<file path="src/rtl/posit_acc_pkg.sv">
// Shared definitions for the posit stream accumulator: FSM state encoding
// and helpers that build the special posit bit patterns for a given width.
package posit_acc_pkg;

    // Widest posit the helpers can describe.
    localparam int POSIT_MAX_N = 32;

    typedef enum logic [1:0] {
        FLUSH  = 2'd0,
        ACCUM  = 2'd1,
        DRAIN  = 2'd2,
        OUTPUT = 2'd3
    } acc_state_t;

    // All-zero pattern: the only encoding of zero in an n-bit posit.
    function automatic logic [POSIT_MAX_N-1:0] posit_zero(input int n);
        return POSIT_MAX_N'(0) << n;
    endfunction

    // NaR: sign bit set, every other bit of the n-bit posit clear.
    function automatic logic [POSIT_MAX_N-1:0] posit_nar(input int n);
        return POSIT_MAX_N'(1) << (n - 1);
    endfunction

endpackage

</file>
<file path="src/rtl/posit_stream_accumulator.sv">
// Reduces a last-delimited stream of posits to one sum by driving an
// external posit adder and feeding its partial sums back into it.
// Optional feature macro: POSIT_ACC_COUNT_EN adds the m_count beat counter.
module posit_stream_accumulator
    import posit_acc_pkg::*;
#(
    parameter int N       = 8,
    parameter int es      = 4,
    parameter int ADD_LAT = 6
) (
    input  logic         aclk,
    input  logic         aresetn,
    input  logic [N-1:0] s_data,
    input  logic         s_valid,
    input  logic         s_last,
    output logic         s_ready,
    output logic [N-1:0] add_in1,
    output logic [N-1:0] add_in2,
    output logic         add_start,
    input  logic [N-1:0] add_result,
    input  logic         add_inf,
    input  logic         add_zero,
    input  logic         add_done,
    output logic [N-1:0] m_data,
    output logic         m_inf,
    output logic         m_zero,
    output logic         m_valid,
    input  logic         m_ready
`ifdef POSIT_ACC_COUNT_EN
    ,
    output logic [15:0]  m_count
`endif
);

    localparam int CNT_W = $clog2(ADD_LAT + 2);
    localparam logic [POSIT_MAX_N-1:0] NAR_WIDE  = posit_nar(N);
    localparam logic [POSIT_MAX_N-1:0] ZERO_WIDE = posit_zero(N);
    localparam logic [N-1:0]     NAR        = NAR_WIDE[N-1:0];
    localparam logic [N-1:0]     ZERO       = ZERO_WIDE[N-1:0];
    localparam logic [CNT_W-1:0] FLUSH_LAST = CNT_W'(ADD_LAT);
    localparam logic [CNT_W-1:0] ONE        = CNT_W'(1);

    if (N < 3 || N > POSIT_MAX_N) begin : g_bad_width
        $error("posit width N out of supported range");
    end
    if (es < 0 || es >= N) begin : g_bad_es
        $error("exponent width es must be smaller than N");
    end
    if (ADD_LAT < 1) begin : g_bad_lat
        $error("ADD_LAT must be at least one cycle");
    end

    // The adder flags carry the same information as comparing its result
    // against the zero and NaR patterns, which is done on the final sum.
    logic unused_adder_flags;
    assign unused_adder_flags = &{1'b0, add_inf, add_zero};

    acc_state_t       state, state_next;
    logic [CNT_W-1:0] flush_cnt;
    logic [CNT_W-1:0] inflight, inflight_next;
    logic [N-1:0]     hold;
    logic             hold_v;

    logic             beat;
    logic             consume;
    logic             issue;
    logic [N-1:0]     op_a, op_b;
    logic             hold_load, hold_clear;
    logic             final_load;
    logic [N-1:0]     final_val;
    logic             out_accept;

    assign s_ready    = (state == ACCUM);
    assign m_valid    = (state == OUTPUT);
    assign out_accept = (state == OUTPUT) && m_ready;

    // Next-state and issue decision: pairs operands from the stream, the
    // holding register and the adder output so no partial sum is lost.
    always_comb begin
        state_next = state;
        beat       = 1'b0;
        consume    = 1'b0;
        issue      = 1'b0;
        op_a       = ZERO;
        op_b       = ZERO;
        hold_load  = 1'b0;
        hold_clear = 1'b0;
        final_load = 1'b0;
        final_val  = hold;
        case (state)
            FLUSH: begin
                if (flush_cnt == FLUSH_LAST) state_next = ACCUM;
            end
            ACCUM: begin
                beat    = s_valid;
                consume = add_done;
                if (s_valid && add_done) begin
                    issue = 1'b1;
                    op_a  = s_data;
                    op_b  = add_result;
                end else if (s_valid && hold_v) begin
                    issue      = 1'b1;
                    op_a       = s_data;
                    op_b       = hold;
                    hold_clear = 1'b1;
                end else if (s_valid) begin
                    issue = 1'b1;
                    op_a  = s_data;
                    op_b  = ZERO;
                end else if (add_done && hold_v) begin
                    issue      = 1'b1;
                    op_a       = hold;
                    op_b       = add_result;
                    hold_clear = 1'b1;
                end else if (add_done) begin
                    hold_load = 1'b1;
                end
                if (s_valid && s_last) state_next = DRAIN;
            end
            DRAIN: begin
                consume = add_done;
                if (add_done && hold_v) begin
                    issue      = 1'b1;
                    op_a       = hold;
                    op_b       = add_result;
                    hold_clear = 1'b1;
                end else if (add_done && inflight == ONE) begin
                    final_load = 1'b1;
                    final_val  = add_result;
                    state_next = OUTPUT;
                end else if (add_done) begin
                    hold_load = 1'b1;
                end else if (hold_v && inflight == '0) begin
                    final_load = 1'b1;
                    final_val  = hold;
                    hold_clear = 1'b1;
                    state_next = OUTPUT;
                end
            end
            OUTPUT: begin
                if (m_ready) state_next = ACCUM;
            end
            default: state_next = FLUSH;
        endcase

        inflight_next = inflight;
        if (issue && !consume) begin
            inflight_next = inflight + ONE;
        end else if (!issue && consume && inflight != '0) begin
            inflight_next = inflight - ONE;
        end
    end

    // State register; reset lands in FLUSH so stale adder results are dropped.
    always_ff @(posedge aclk or negedge aresetn) begin
        if (!aresetn) state <= FLUSH;
        else          state <= state_next;
    end

    // Flush timer and the count of adds still travelling through the adder.
    always_ff @(posedge aclk or negedge aresetn) begin
        if (!aresetn) begin
            flush_cnt <= '0;
            inflight  <= '0;
        end else begin
            flush_cnt <= (state == FLUSH) ? flush_cnt + ONE : '0;
            inflight  <= out_accept ? '0 : inflight_next;
        end
    end

    // Holding register parks a lone partial sum until a partner arrives.
    always_ff @(posedge aclk or negedge aresetn) begin
        if (!aresetn) begin
            hold   <= '0;
            hold_v <= 1'b0;
        end else begin
            if (hold_load) hold <= add_result;
            if (out_accept || hold_clear) hold_v <= 1'b0;
            else if (hold_load)           hold_v <= 1'b1;
        end
    end

    // Registered adder issue port: one start pulse per operand pair.
    always_ff @(posedge aclk or negedge aresetn) begin
        if (!aresetn) begin
            add_start <= 1'b0;
            add_in1   <= '0;
            add_in2   <= '0;
        end else begin
            add_start <= issue;
            if (issue) begin
                add_in1 <= op_a;
                add_in2 <= op_b;
            end
        end
    end

    // Final sum and its flags, held steady for the whole output handshake.
    always_ff @(posedge aclk or negedge aresetn) begin
        if (!aresetn) begin
            m_data <= '0;
            m_inf  <= 1'b0;
            m_zero <= 1'b0;
        end else if (final_load) begin
            m_data <= final_val;
            m_inf  <= (final_val == NAR);
            m_zero <= (final_val == ZERO);
        end
    end

`ifdef POSIT_ACC_COUNT_EN
    logic [15:0] beat_cnt;

    // Saturating beat count of the current stream, published with the sum.
    always_ff @(posedge aclk or negedge aresetn) begin
        if (!aresetn) begin
            beat_cnt <= '0;
            m_count  <= '0;
        end else begin
            if (out_accept)                        beat_cnt <= '0;
            else if (beat && beat_cnt != 16'hFFFF) beat_cnt <= beat_cnt + 16'd1;
            if (final_load) m_count <= beat_cnt;
        end
    end
`endif

endmodule

</file>
<file path="config.mk">
export PLATFORM = sky130hd
export DESIGN_NAME = posit_stream_accumulator
export DESIGN_NICKNAME = d
export VERILOG_FILES = /design/src/rtl/posit_acc_pkg.sv /design/src/rtl/posit_stream_accumulator.sv
export SDC_FILE = /design/constraint.sdc
export NUM_CORES = 1
export LEC_CHECK = 0
export CORE_AREA = 2 2 58 114
export CTS_CLUSTER_SIZE = 10
export DETAILED_ROUTE_END_ITERATION = 8
export DIE_AREA = 0 0 60 116
export DONT_BUFFER_PORTS = 1
export SETUP_SLACK_MARGIN = 0.02
export SLEW_MARGIN = 25
export SYNTH_ARGS = -nofsm -noshare
export SYNTH_HDL_FRONTEND = slang
export SYNTH_SLANG_ARGS = --single-unit
</file>
<file path="constraint.sdc">
create_clock -name aclk -period 2 [get_ports aclk]
set_input_delay 0.1 -clock aclk [delete_from_list [all_inputs] [get_ports aclk]]
set_output_delay 0.1 -clock aclk [all_outputs]
set_load 0.03 [all_outputs]
</file>
==> summary.txt <==
Die
  • Chip height: 116 um
  • Core ar.: 0.006056 sq mm
  • Row count: 40
  • Full die area: 0.006960 sq mm
  • Top-Level Pins: 53
  • Initial Utilization: 39.01%
  • Die X: 60 um

Place
  • IO Port Bufs: 0
  • Post-DP HPWL: 4320 um
  • Gp weighted congestion: 0.8386
  • Pre-CTS setup slack: 90.31 ps

Clocking
  • H-Tree Depth: 2
  • Setup bufs post-CTS: 0
  • Num CTS Buffers: 5
  • Clock sink count: 44
  • CTS tree: done
  • Max clock buf depth: 2
  • Worst skew pair latency: 290 ps
  • Clock transition at path regs: 60 ps
  • Root Driver: clkbuf_16

Synth
  • #FFs+latches synth: 44
  • Ys async rst share: 100.0%
  • Syn Area/Cell: 9.967 sq um
  • Synthesis Warnings: 0
  • Synth top cells by count: dfrtp_1, nand2_1, o21ai_0
  • Mapped Nets: 272
  • Post-Synthesis Cell Area: 0.002362 sq mm
  • Yosys top cell by area: dfrtp_1
  • Most used DFF post-synth: dfrtp_1
  • Synth top area share: 46.61%
  • EDFF count, synth: 0
  • Post-synthesis sequential area ratio: 46.61%
  • Largest cells by area after synthesis: dfrtp_1, ha_1, a22oi_1
  • Mapped Cells: 237
  • Synth cell types: 46
  • Count leader, synth: dfrtp_1

STA
  • Worst-Margin Slew: 499.7 ps
  • Period utilization: 95.78%
  • Endpoints failing hold: 0
  • Max-slew headroom: 66.69%
  • Final slew viol count: 0
  • Min cycle time layout: 1916 ps
  • Setup_tns: 0 ps
  • Max Clock Skew: 4.585 ps
  • Setup-failing EPs final: 0
  • Final setup margin: 84.43 ps
  • RSZ-0062 raised after global routing: yes
  • FMAX: 522.0 MHz

Setup path
  • Max FO, Critical Path: 4
  • Worst EP required: 2210 ps
  • Worst R2R Start: inflight[0]
  • Crit. End Element: flip-flop
  • Startpoint Class: flip-flop
  • CP Class: reg2reg
  • CP arrival: 2120 ps
  • Crit. Startpoint: inflight[0]

Routing
  • Routed len/inst: 17.57 um
  • WL final: 5940 um
  • Initial DRC count: 91
  • DRT Pass-1 Iters: 4
  • Vias: 1797
  • Drt drc: 0
  • Avg Vias per Cell: 5.317
  • Final ANT Viol Nets: 0

Pwr
  • Pleak: 1.230 nW
  • Worst VDD drop: 0.0005760 V
  • PD cells: 1636 mW/mm^2

Cells and area
  • # diodes: 0
  • Layout cells sized above 1: 14.96%
  • Fillers: 570
  • Nets: 288
  • Utilization after layout: 46.69%
  • Synth-to-layout area growth: 19.70%

Outcome
  • Status: finished clean

Hold path
  • Hold Startpoint: m_ready
  • Hold Path Class: in2reg

Global route
  • First-pass GRT wire length: 9591 um
  • GR Util All Layers: 18.91%
  • Vias in the first global route: 1876
  • Pin count of the biggest net entering global routing: 45
  • Number of antenna violations at the first check in global routing: 0
  • Overflow after GRT: 0

Job
  • Max cap viols: 0
timing repair:
action | 4_1_cts | 5_1_grt
hold endpoints to repair | 54 | 0
endpoints found under the setup margin | 0 | 16
resized for setup | 0 | 6
hold buffers | 10 | 0
worst max-delay path, stage by stage, from the launching register on:
cell      delay [ps]
dfrtp_1          420
inv_1            140
ha_2             220
nand3b_4          80
or3_1            370
or4_1            520
o221ai_1          80
routing by layer:
metal / GRT usage [%] / part of all wire [%] / up-vias
li1: - / - / 881
met1: 20.03 / 37 / 869
met2: 34.13 / 57 / 40
met3: 4.911 / 4.2 / 7
met4: 7.556 / 2.0 / 0
met5: 0 / 0 / -
report_power, final:
| group | total [mW] | switching [mW] | internal [mW] |
|---|---|---|---|
| combinational | 1.53 | 0.845 | 0.688 |
| sequential | 2.16 | 0.883 | 1.28 |
| clock | 0.930 | 0.343 | 0.588 |
| total | 4.63 | 2.07 | 2.56 |
flip-flops by register name, indices dropped and copies added, names as in the netlist:
signal and flops:
add_in1 8, add_in2 8, add_start 1, flush_cnt 3
hold 8, hold_v 1, inflight 3, m_data 8
m_inf 1, m_zero 1, state 2
cell usage in the layout (no fill, tap or decap), drive strengths merged, types with 5 or more instances in the layout:
cell,netlist,final
nor2,7,7
dlygate4sd3,0,9
clkbuf,6,6
ha,11,11
a22oi,15,15
mux2i,11,11
nand2b,5,5
mux2,8,8
dfrtp,44,44
a21oi,16,16
buf,6,12
o21ai,20,20
nand2,27,27
inv,13,13
through the flow:
step	total power, mW	hold WS, ps	instances	cell area (sq um)
after floorplan	3.211	-195.6	237	2384
after global placement	3.620	-193.5	320	2525
after detailed placement	3.654	-193.9	320	2525
after CTS	4.635	1.165	338	2806
after global routing	4.967	32.75	338	2828
final	4.626	7.701	338	2828
cells by family after synthesis:
kind of cell	Yosys count	synth area share [%]
multiplexers	19	8.475
XOR/XNOR	2	0.7417
buffers and inverters	25	4.449
flip-flops	44	46.61
AO/OA/AOI/OAI	66	17.80
adder cells (fa/ha/maj)	11	5.826
AND/OR/NAND/NOR	70	16.10
final timing paths:
path                           endpoint  slack [ps]  cells after the start
setup / recovery                 m_zero          80                      6
hold / removal              inflight[0]           8                      2
setup reg to reg                 m_zero          80                      6
hold reg to reg            flush_cnt[0]         480                      1
max in group asynchronous  flush_cnt[1]        1490                      2
min in group asynchronous   inflight[1]         300                      2
layout make-up:
type | instances | area, sq um | share of cell area, %
multi-input cells | 168 | 1192 | 42.17
clock inverters | 2 | 35.03 | 1.239
well taps | 84 | 105.1 | 3.717
clock buffers | 6 | 128.9 | 4.558
inverters | 13 | 48.80 | 1.726
repair buffers | 21 | 216.5 | 7.655
flip-flops and latches | 44 | 1101 | 38.94
(Power assumes the default switching activity.)
